--- src/rtl/arb_req_agent.sv ---
// arb_req_agent
//   Requester-side agent between one command source and one round-robin
//   arbiter port. Commands are buffered in a small FIFO. While work is
//   pending the agent raises req. Each gnt pulse issues exactly one command
//   onto the shared bus. After each issue, req drops for one cycle so the
//   arbiter can rotate. The agent also tracks worst-case grant latency and
//   flags grants that arrive outside WAIT.
//
// Ports
//   clk, rst      clock (rising edge); synchronous active-high reset
//   in_valid/in_ready/in_data   command push side (push = valid & ready)
//   req           request to arbiter port (state == WAIT)
//   gnt           single-cycle grant pulse from arbiter port
//   out_valid/out_data          one-cycle issue strobe and payload
//   max_wait      sticky largest grant latency (WAIT cycles before grant)
//   spurious_gnt  sticky: gnt seen while not in WAIT
//   clr_stats     clears max_wait and spurious_gnt (wins over updates)
module arb_req_agent #(
    parameter int DW    = 8,
    parameter int DEPTH = 4,
    parameter int CW    = 8
) (
    input  logic          clk,
    input  logic          rst,
    input  logic          in_valid,
    output logic          in_ready,
    input  logic [DW-1:0] in_data,
    output logic          req,
    input  logic          gnt,
    output logic          out_valid,
    output logic [DW-1:0] out_data,
    output logic [CW-1:0] max_wait,
    output logic          spurious_gnt,
    input  logic          clr_stats
);

    localparam int AW   = $clog2(DEPTH);
    localparam int CNTW = $clog2(DEPTH + 1);
    localparam logic [CNTW-1:0] FULL_CNT = CNTW'(DEPTH);

    typedef enum logic [1:0] {IDLE, WAIT, HOLD} state_t;

    state_t          state, state_nxt;
    logic [DW-1:0]   mem [DEPTH];
    logic [AW-1:0]   wr_ptr, rd_ptr;
    logic [CNTW-1:0] count;
    logic [CW-1:0]   wait_cnt;
    logic            push, pop;

    // No full bypass: a pop does not free a slot for the same edge.
    assign in_ready = ~rst & (count != FULL_CNT);
    assign push     = in_valid & in_ready;
    assign pop      = (state == WAIT) & gnt;
    assign req      = (state == WAIT);

    // Storage needs no reset; push is held off while rst is high.
    always_ff @(posedge clk) begin
        if (push) mem[wr_ptr] <= in_data;
    end

    // Pointers wrap naturally because DEPTH is a power of two.
    always_ff @(posedge clk) begin
        if (rst) begin
            wr_ptr <= '0;
            rd_ptr <= '0;
            count  <= '0;
        end else begin
            if (push) wr_ptr <= wr_ptr + 1'b1;
            if (pop)  rd_ptr <= rd_ptr + 1'b1;
            case ({push, pop})
                2'b10:   count <= count + 1'b1;
                2'b01:   count <= count - 1'b1;
                default: count <= count;
            endcase
        end
    end

    always_ff @(posedge clk) begin
        if (rst) state <= IDLE;
        else     state <= state_nxt;
    end

    // HOLD looks at the post-pop count, so req returns only if work remains.
    always_comb begin
        state_nxt = state;
        case (state)
            IDLE:    if (count != '0) state_nxt = WAIT;
            WAIT:    if (gnt) state_nxt = HOLD;
            HOLD:    state_nxt = (count != '0) ? WAIT : IDLE;
            default: state_nxt = IDLE;
        endcase
    end

    // Issue register: strobe only in the cycle after a WAIT grant.
    always_ff @(posedge clk) begin
        if (rst) begin
            out_valid <= 1'b0;
            out_data  <= '0;
        end else begin
            out_valid <= pop;
            if (pop) out_data <= mem[rd_ptr];
        end
    end

    // Latency counter restarts on every entry into WAIT and saturates.
    always_ff @(posedge clk) begin
        if (rst)
            wait_cnt <= '0;
        else if (state != WAIT && state_nxt == WAIT)
            wait_cnt <= '0;
        else if (state == WAIT && !gnt && wait_cnt != '1)
            wait_cnt <= wait_cnt + 1'b1;
    end

    always_ff @(posedge clk) begin
        if (rst) begin
            max_wait     <= '0;
            spurious_gnt <= 1'b0;
        end else if (clr_stats) begin
            max_wait     <= '0;
            spurious_gnt <= 1'b0;
        end else begin
            if (pop && wait_cnt > max_wait) max_wait <= wait_cnt;
            if (gnt && state != WAIT)       spurious_gnt <= 1'b1;
        end
    end

endmodule

--- config.mk ---
export PLATFORM = sky130hd
export DESIGN_NAME = arb_req_agent
export DESIGN_NICKNAME = d
export VERILOG_FILES = /design/src/rtl/arb_req_agent.sv
export SDC_FILE = /design/constraint.sdc
export NUM_CORES = 1
export LEC_CHECK = 0
export CAP_MARGIN = 20
export CORE_AREA = 2 2 111 113
export DETAILED_ROUTE_END_ITERATION = 8
export DIE_AREA = 0 0 113 115
export PLACE_DENSITY_LB_ADDON = 0.25
export SYNTH_ARGS = -nofsm -noshare
export SYNTH_HDL_FRONTEND = slang
export SYNTH_SLANG_ARGS = --single-unit
--- constraint.sdc ---
create_clock -name clk -period 2.35 [get_ports clk]
set_input_delay 0.5875 -clock clk [delete_from_list [all_inputs] [get_ports clk]]
set_output_delay 0.5875 -clock clk [all_outputs]
set_load 0.02 [all_outputs]
==> results.md, run 1 <==
- Final Max Tran Viols: 0
- Hpwl dp: 4.39 mm
- Vias per inst: between 4 and 5
- Fin crit period: 2230 ps
- Worst-path maximum fanout: 2
- Clock Tree Root: clkbuf_16
- Clock Path Buffers: 2
- H-tree lvl count: 3
- Vias in the first global route: 2028
- # setup viols final: 0
- Inserted Diodes: 0
- I/O pin total: 33
- Setup slack after layout: between 100 and 150 ps
- Clk_skew: between 5 and 6 ps
- Hold-fix buffers, CTS: 0
- Synthesis Warnings: 0
- Die H: 115 um
- Violated checks: DRC
- Mapped Nets: 270
- Fraction of registers with async set/reset: 0
- Insertion delay to the later sink of the worst-skew pair: between 300 and 400 ps
- Distinct cell type count after synthesis: 40
- Die Width: 113 um
- Cells after synthesis: 242
- Drt first pass iters: 8
- Crit start category: input pin
- GRT Total Usage: 0.109
- Area Overhead vs Synth: 30.4%
- Hold Path Class: register to register
- Global-route wire length before repair: approximately 11 mm
- Non-Filler Instances: ~450
- Post-route clock period utilization: 0.948
- Sequential share of the synthesized area: 0.571
- Maximum VDD drop: 484 uV
- Leading area contributor after synthesis: edfxtp_1
- DR iter-0 viols: 56
- Reg2reg setup slack: approximately 230 ps
- Cts bufs inserted: 9
- Nets: about 320
- Via count: about 1900
- Max Cap Viol: 0
- Gr ovfl total: 0
- Initial antenna violation count: 0
- CP startpoint: in_valid
- Hold_sp: out_data[6]$_SDFFE_PP0P_
- Post-route ant nets: 0
- Post-synthesis cell area: 2910 sq um
- Clk slew on worst S/H paths: 60 ps
- PwrDens: 774 nW/um^2
- Path type of the worst setup path: input pin to register
- Pin count of the biggest net entering global routing: 21
- Post-synth top flop: dfxtp_1
- Initial core utilization: 0.246
- Worst slew pin tran: between 600 and 700 ps
- Port Buffers: 32
- Row Count: 40
- Crit path DAT: around 2500 ps
- Post-CTS Setup Inserts: 0
- Rel. slew slack: 0.566
- CP required: roughly 2600 ps
- Core Region: 11800 sq um
- Mapped Avg Cell Area: 12.0 sq um
- Top cells by area, synth: edfxtp_1, dfxtp_1, mux4_2
- Fraction of post-synthesis cell area in the top cell type by area: 0.330
- CTS resizes: 1
- Status: finished, violations left
- GP Congestion: ~0.77
- RR Startpoint: count[0]$_SDFFE_PP0P_
- Inst Count DP: 429
- Filler instances: 1199
- DIE AREA: 13000 sq um
- CP endpoint kind: register
- Final hold violations: 0
- Pleak: 1.35 nW
- Fmax: about 450 MHz
- RSZ-0062 raised after global routing: false
- CTS tree: done
- FF+latch count, synth: 67
- DRC: 2
- Ratio of cells with drive above 1 in the final layout: 0.171
- Number of synthesized flops with an enable pin: 32
- Overall routed net length: 6.35 mm
- Pre-CTS setup slack: -350 ps
- Wire per inst: approximately 14 um
- Clk sinks: 67
## area by class of cell
type                    count  area [sq um]  share of cell area
flip-flops and latches     67          1660               0.438
multi-input cells         151          1150               0.303
repair buffers             48           442               0.116
clock buffers              11           253              0.0666
well taps                 147           184              0.0485
inverters                  16          60.1              0.0158
clock inverters             5          43.8              0.0115
## registers in the layout, summed over array words and instances (netlist names)
name          count
spurious_gnt      1
max_wait          8
wr_ptr            2
count             3
wait_cnt          8
out_data          8
rd_ptr            2
mem              32
state             2
out_valid         1
## cell usage after synthesis (all sizes together) (4+ instances only)
cell    instances
a21oi          14
buf             4
mux4            8
a21boi          8
and3            6
xnor2           4
nor2           20
nand2          24
o21ai          11
ha             14
xor2            7
edfxtp         32
nand4           4
inv            16
nand3           9
dfxtp          35
clkbuf          4
## through the flow
step	setup TNS, ps	hold WS [ps]	utilization	cell area [sq um]	power, mW
finish	0	454	0.321	3790	2.94
global route	0	474	0.321	3790	3.07
CTS	0	458	0.321	3790	2.99
detailed placement	-690	450	0.296	3490	1.65
global placement	-575	445	0.296	3490	1.64
floorplan	0	482	-	2910	1.52
## power breakdown
group          total [mW]  leakage [nW]  switching [mW]  internal, mW
registers            1.31         0.574          0.0397          1.27
logic               0.309         0.627           0.157         0.152
clock network        1.32         0.147           0.531         0.784
## logic make-up after synthesis
family | Yosys count | synth area share
AOI/OAI and AO/OA | 42 | 0.103
xor gates and xnor gates | 11 | 0.0331
adders and majority gates | 15 | 0.0671
buffers and inverters | 24 | 0.0348
DFF | 67 | 0.571
muxes | 9 | 0.0654
and+or+nand+nor | 74 | 0.125
## cells in the final DEF, fill, tap and decap left out, drive strengths merged, types with 2 or more instances in the layout
cell,n
o31ai,2
nand2,24
nor2,20
xor2,7
nand4,4
edfxtp,32
inv,18
buf,16
clkdlybuf4s50,30
nor2b,3
ha,14
dfxtp,35
o21ai,11
or3,2
clkbuf,11
nand3,9
o21a,2
mux4,8
a21oi,14
a21boi,8
o31a,2
and3,6
xnor2,4
clkinv,3
## worst paths after layout
kind	to	cells past startpoint
worst max-delay path	count[2]$_SDFFE_PP0P_	9
worst min-delay path	out_data[6]$_SDFFE_PP0P_	2
worst max register to register	count[2]$_SDFFE_PP0P_	10
worst min register to register	out_data[6]$_SDFFE_PP0P_	2
## routing by layer
layer,up-vias,wire [um],global-route usage,share of wire
met5,-,0,0,0
met4,0,95,0.0390,0.015
met3,10,300,0.0448,0.047
met2,37,3050,0.181,0.48
met1,923,2910,0.129,0.46
li1,963,-,-,-
## critical path: stages
cell,delay (ps)
clkdlybuf4s50_1,450
and2_2,200
inv_1,50
ha_1,160
inv_1,60
fa_1,370
xor2_1,160
or3_1,320
a21oi_2,130
Note: power is estimated with default switching activity, not from simulation.
==> run 2: changes to the inputs <==
Settings changed: PLACE_DENSITY set to 0.49, PLACE_DENSITY_LB_ADDON 0.25 to not set.
==> run 2 against run 1 <==
  * The run still ends with DRC left
  * Sequential share of layout area decreased by 0.22 points
  * First-iteration DRC count increased by 3.6%
  * Highest routed layer unchanged
  * Largest cell class unchanged
  * Global-route usage decreased by 0.92 points
  * Critical path depth unchanged
  * Register-to-register slack improved by 50 ps
  * Total power increased by 3.9%
  * Design area increased by 0.49%
  * Via count decreased by 0.83%
  * Sequential power about the same
==> results.md, run 2 (synthesized netlist as in run 1, its figures left out) <==
- Final instance area: 3810 sq um (+0.49%)
- CP Buf/Inv Count: 3 (unchanged)
- DR iter-0 viols: 58 (+3.6%)
- Die Width: 113 um (unchanged)
- Final Max Tran Viols: 0 (unchanged)
- Clk slew on worst S/H paths: 60 ps (about the same)
- Worst slew pin tran: 519 ps (-131 ps)
- Initial core utilization: 0.246 (unchanged)
- Clock Path Buffers: 2 (unchanged)
- I/O pin total: 33 (unchanged)
- Delay of the slowest critical-path stage: 410 ps (-40 ps)
- Fmax: 464 MHz (+3.5%)
- DRC: 2 (unchanged)
- Cts bufs inserted: 9 (unchanged)
- Pre-CTS setup slack: -316 ps (+34.1 ps)
- Post-route clock period utilization: 0.916 (-0.0319)
- Multi-input gate area: 1140 sq um (-0.33%)
- Crit path DAT: 2420 ps (-80 ps)
- RSZ-0062 raised after global routing: false
- Inserted Diodes: 0 (unchanged)
- Vias per inst: 4.31 (-0.83%)
- CP startpoint: in_valid
- Violated checks: DRC
- Hold Path Class: register to register
- Rel. slew slack: 0.653 (+0.0869)
- Commonest cells after routing, fill and taps aside: dfxtp_1, edfxtp_1, clkdlybuf4s50_1, nand2_1, nor2_1
- Port Buffers: 32 (unchanged)
- Die H: 115 um (unchanged)
- Final hold violations: 0 (unchanged)
- Initial antenna violation count: 0 (unchanged)
- Drt first pass iters: 6 (-2)
- Max Cap Viol: 0 (unchanged)
- Gr ovfl total: 0 (unchanged)
- Pleak: 1.35 nW (+0.47%)
- Maximum VDD drop: 586 uV (+21%)
- Fin crit period: 2150 ps (-75.0 ps)
- Cells along the critical path: clkdlybuf4s50_1 -> and2_2 -> inv_1 -> ha_1 -> inv_1 -> fa_1 -> xor2_1 -> or3_1 -> a21oi_1
- CP most frequent cell: inv_1
- Via count: 1917 (-0.83%)
- Post-CTS Setup Inserts: 0 (unchanged)
- GP Congestion: 0.769 (+0.46%)
- Insertion delay to the later sink of the worst-skew pair: 330 ps (about the same)
- Vias in the first global route: 1966 (-3.1%)
- RR Startpoint: count[0]$_SDFFE_PP0P_
- Clk sinks: 67 (unchanged)
- Row Count: 40 (unchanged)
- Worst-path maximum fanout: 2 (unchanged)
- Biggest register: mem
- FF+latch area: 1660 sq um (unchanged)
- Non-Filler Instances: 445 (unchanged)
- Clk_skew: 6.33 ps (+0.361 ps)
- Nets: 321 (unchanged)
- Path type of the worst setup path: input pin to register
- H-tree lvl count: 3 (unchanged)
- Overall routed net length: 5.93 mm (-6.6%)
- Crit start category: input pin
- Hpwl dp: 4.21 mm (-4.2%)
- Hold_sp: out_data[6]$_SDFFE_PP0P_
- Setup slack after layout: 197 ps (+75.0 ps)
- Most common cell after layout, fill and taps aside: dfxtp_1
- Area Overhead vs Synth: 31.1%
- Clock Tree Root: clkbuf_16
- PwrDens: 800 nW/um^2 (+3.4%)
- Pin count of the biggest net entering global routing: 21 (unchanged)
- Filler instances: 1215 (+1.3%)
- CTS tree: done
- Status: finished, violations left
- GRT Total Usage: 0.100 (-0.00920)
- Inst Count DP: 429 (unchanged)
- Core Region: 11800 sq um (unchanged)
- CP required: 2610 ps (about the same)
- Core Util, Final: 0.323 (+0.00159)
- CP max-delay cell: clkdlybuf4s50_1
- Wire per inst: 13.3 um (-6.6%)
- Ratio of cells with drive above 1 in the final layout: 0.164 (-0.00671)
- # setup viols final: 0 (unchanged)
- Area post-placement: 3490 sq um (unchanged)
- Global-route wire length before repair: 9.83 mm (-6.4%)
- Final Power: 3.05 mW (+3.9%)
- DIE AREA: 13000 sq um (unchanged)
- Max reg flops: 32 (unchanged)
- Post-route ant nets: 0 (unchanged)
- CP top delay family: adder cells
- CP endpoint kind: register
run 2: changes by cell type in the layout (fill, tap and decap cells not counted), sizes merged:
cell / delta
bufinv: +2
clkbuf: -1
clkinv: -1
clkinvlp: +1
inv: -1
run 2: worst reg2reg max path: stages (launching register included):
cell and delay (ps):
dfxtp_1 330, inv_1 120, a31oi_2 110, and2_2 210, inv_1 50, ha_1 150
inv_1 50, fa_1 370, xor2_1 160, or3_1 300, a21oi_1 140
run 2: timing repair:
item,CTS,global route
hold buffers,0,0
pin swaps,0,0
gates resized for setup,1,1
hold endpoints to repair,0,0
setup endpoints to repair,1,1
run 2: area by class of cell:
class / instances / share of cell area
Tap cell: 147 / 0.0483
Inverter: 16 / 0.0158
Multi-Input combinational cell: 151 / 0.300
Clock inverter: 6 / 0.0236
Timing Repair Buffer: 48 / 0.116
Clock buffer: 10 / 0.0601
Sequential cell: 67 / 0.436
run 2: power breakdown:
group | leakage, nW | switching, mW | internal (mW)
Clock | 0.153 | 0.500 | 0.932
Sequential | 0.574 | 0.0286 | 1.27
Combinational | 0.627 | 0.164 | 0.154
Total | 1.35 | 0.692 | 2.36
run 2: through the flow:
stage / hold WS (ps) / setup TNS (ps)
after floorplan: 482 / 0
after global placement: 453 / -488
after detailed placement: 454 / -561
after CTS: 461 / 0
after global routing: 486 / 0
final: 454 / 0
run 2: final timing paths:
path                                    to  slack, ps  cells past startpoint
setup / recovery     count[2]$_SDFFE_PP0P_        200                      9
hold / removal    out_data[6]$_SDFFE_PP0P_        450                      2
setup reg to reg     count[2]$_SDFFE_PP0P_        280                     10
hold reg to reg   out_data[6]$_SDFFE_PP0P_        450                      2
run 2: layer usage:
layer	wire length, um	vias up	part of all wire	track usage
met3	265	6	0.045	0.0422
li1	-	959	-	-
met5	0	-	0	0
met1	2700	917	0.46	0.118
met2	2890	35	0.49	0.167
met4	74	0	0.012	0.0317
==> run 3: changes to the inputs <==
Settings changed: CORE_AREA 2 2 111 113 to 2 2 89 91, DIE_AREA 0 0 113 115 to 0 0 91 93, PLACE_DENSITY 0.49 to 0.66, SETUP_SLACK_MARGIN set to 0.15.
==> run 3 against run 2 <==
  * The run now ends clean
  * Sequential share of layout area is 2.1 points higher
  * Critical path depth did not move
  * Register-to-register slack barely moved
  * Clock power down 31%
  * Fmax rose by 0.90%
  * Clock skew increased by 0.87 ps
  * Non-clock buffer count is 2 lower
  * Sequential power about the same
  * Total power decreased by 15%
  * First-iteration DRC count down 1.7%
  * Critical path type unchanged
  * Largest power group is now sequential cells
==> results.md, run 3 (synthesized netlist as in run 1, its figures left out) <==
- Gr ovfl total: 0 (unchanged)
- Setup slack after layout: 216 ps (+19.3 ps)
- Clk_skew: 7.19 ps (+0.865 ps)
- RSZ-0062 raised after global routing: false
- # setup viols final: 0 (unchanged)
- Hpwl dp: 3.85 mm (-8.5%)
- CP most frequent cell: inv_1
- Post-route clock period utilization: 0.908 (-0.00821)
- Nets: 319 (-0.62%)
- Global-route wire length before repair: 9.24 mm (-6.0%)
- Initial antenna violation count: 0 (unchanged)
- Pre-CTS setup slack: -353 ps (-37.2 ps)
- Path type of the worst setup path: input pin to register
- Hold WS: 456 ps (+2.32 ps)
- CP endpoint kind: register
- Wire per inst: 13.9 um (+4.2%)
- Hold-fix buffers, CTS: 0 (unchanged)
- Most common cell after layout, fill and taps aside: dfxtp_1
- CP max-delay cell: clkdlybuf4s50_1
- Worst slew pin tran: 652 ps (+133 ps)
- Vias per inst: 4.76 (+11%)
- Hold Path Class: register to register
- Max reg flops: 32 (unchanged)
- Drt first pass iters: 4 (-2)
- Final Max Tran Viols: 0 (unchanged)
- WL met2: 2.76 mm (-4.6%)
- Rel. slew slack: 0.565 (-0.0877)
- Biggest register: mem
- Crit start category: input pin
- Post-route ant nets: 0 (unchanged)
- Max layer used: met4
- Pin count of the biggest net entering global routing: 21 (unchanged)
- Clock Tree Root: clkbuf_8
- Maximum VDD drop: 406 uV (-31%)
- Core Region: 7530 sq um (-36%)
- Pleak: 1.29 nW (-5.1%)
- Met1 wire length: 2.40 mm (-11%)
- Metal3 WL: 285 um (+7.5%)
- Status: completed
- DR iter-0 viols: 57 (-1.7%)
- Worst-path maximum fanout: 2 (unchanged)
- PwrDens: 717 nW/um^2 (-10%)
- Max Cap Viol: 0 (unchanged)
- Overall routed net length: 5.53 mm (-6.8%)
- GRT Total Usage: 0.144 (+0.0440)
- H-tree lvl count: 3 (unchanged)
- Vias in the first global route: 1924 (-2.1%)
- Crit path DAT: 2420 ps (about the same)
- I/O pin total: 33 (unchanged)
- Final hold violations: 0 (unchanged)
- Clk sinks: 67 (unchanged)
- Row Count: 32 (-20%)
- CP required: 2630 ps (+20 ps)
- Insertion delay to the later sink of the worst-skew pair: 350 ps (+20 ps)
- Die H: 93 um (-19%)
- Clk slew on worst S/H paths: 80 ps (+20 ps)
- GP Congestion: 0.769 (about the same)
- DIE AREA: 8460 sq um (-35%)
- Die Width: 91 um (-19%)
- Cts bufs inserted: 9 (unchanged)
- Port Buffers: 32 (unchanged)
- Fin crit period: 2130 ps (-19.3 ps)
- Cells along the critical path: clkdlybuf4s50_1 -> and2_2 -> inv_1 -> ha_2 -> inv_1 -> fa_1 -> xor2_1 -> or3_1 -> a21oi_1
- Fmax: 469 MHz (+0.90%)
- Inserted Diodes: 0 (unchanged)
- Filler instances: 740 (-39%)
- Clock Path Buffers: 2 (unchanged)
- CTS tree: done
- Ratio of cells with drive above 1 in the final layout: 0.169 (+0.00449)
- DRC: 0 (-2)
- Core Util, Final: 0.483 (+0.160)
- Area Overhead vs Synth: 24.9%
- Via count: 1896 (-1.1%)
- Delay of the slowest critical-path stage: 410 ps (about the same)
- Initial core utilization: 0.386 (+0.140)
- Commonest cells after routing, fill and taps aside: dfxtp_1, edfxtp_1, clkdlybuf4s50_1, nand2_1, nor2_1
[run 3: changes by cell type in the layout (fill, tap and decap cells not counted), moves of 2 or more]
| cell | previous run | this run |
|---|---|---|
| inv_6 | 1 | 4 |
| dlygate4sd2_1 | 1 | 3 |
| buf_4 | 16 | 14 |
| clkbuf_8 | 0 | 9 |
| clkbuf_16 | 9 | 0 |
[run 3: where the power goes]
group,internal (mW),total [mW],switching [mW]
Combinational,0.151,0.304,0.154
Clock,0.506,0.989,0.483
Sequential,1.27,1.31,0.0402
[run 3: area by class of cell]
type | count | area [sq um] | share of cell area
sequential | 67 | 1660 | 0.457
multi-input combinational | 151 | 1160 | 0.318
timing repair buffer | 46 | 422 | 0.116
tap | 102 | 128 | 0.0351
clock buffer | 9 | 124 | 0.0341
clock inverter | 7 | 81.3 | 0.0224
inverter | 16 | 60.1 | 0.0165
[run 3: final timing paths]
| path | endpoint | slack [ps] | cells past startpoint | from |
|---|---|---|---|---|
| worst max register to register | count[2]$_SDFFE_PP0P_ | 290 | 10 | count[1]$_SDFFE_PP0P_ |
| worst max-delay path | count[2]$_SDFFE_PP0P_ | 220 | 9 | in_valid |
| worst min-delay path | out_data[5]$_SDFFE_PP0P_ | 460 | 2 | out_data[5]$_SDFFE_PP0P_ |
| worst min register to register | out_data[5]$_SDFFE_PP0P_ | 460 | 2 | out_data[5]$_SDFFE_PP0P_ |
[run 3: stage by stage]
stage	power (mW)	area, sq um	setup TNS (ps)	std cells
2_1_floorplan	1.53	2920	0	242
3_3_place_gp	1.64	3430	-513	382
3_5_place_dp	1.65	3430	-641	382
4_1_cts	2.64	3630	0	398
5_1_grt	2.72	3630	0	398
6_report	2.60	3630	0	398
[run 3: what timing repair did]
item                                    in CTS  in global routing
resized for setup                            3                  2
hold endpoints to repair                     0                  0
endpoints found under the setup margin       2                  2
pin swaps                                    0                  1
gates cloned                                 0                  0
setup buffers                                0                  0
[run 3: metal layers]
| metal | track usage | up-vias |
|---|---|---|
| met5 | 0 | - |
| met4 | 0.0492 | 0 |
| met3 | 0.0508 | 8 |
| met2 | 0.251 | 43 |
| met1 | 0.165 | 893 |
| li1 | - | 952 |
[run 3: critical path: cells and delay by family]
kind / cells / cell delay, ps
AOI/OAI and AO/OA: 1 / 120
buffers and inverters: 3 / 520
xor gates and xnor gates: 1 / 160
and+or+nand+nor: 2 / 490
adders and majority gates: 2 / 540
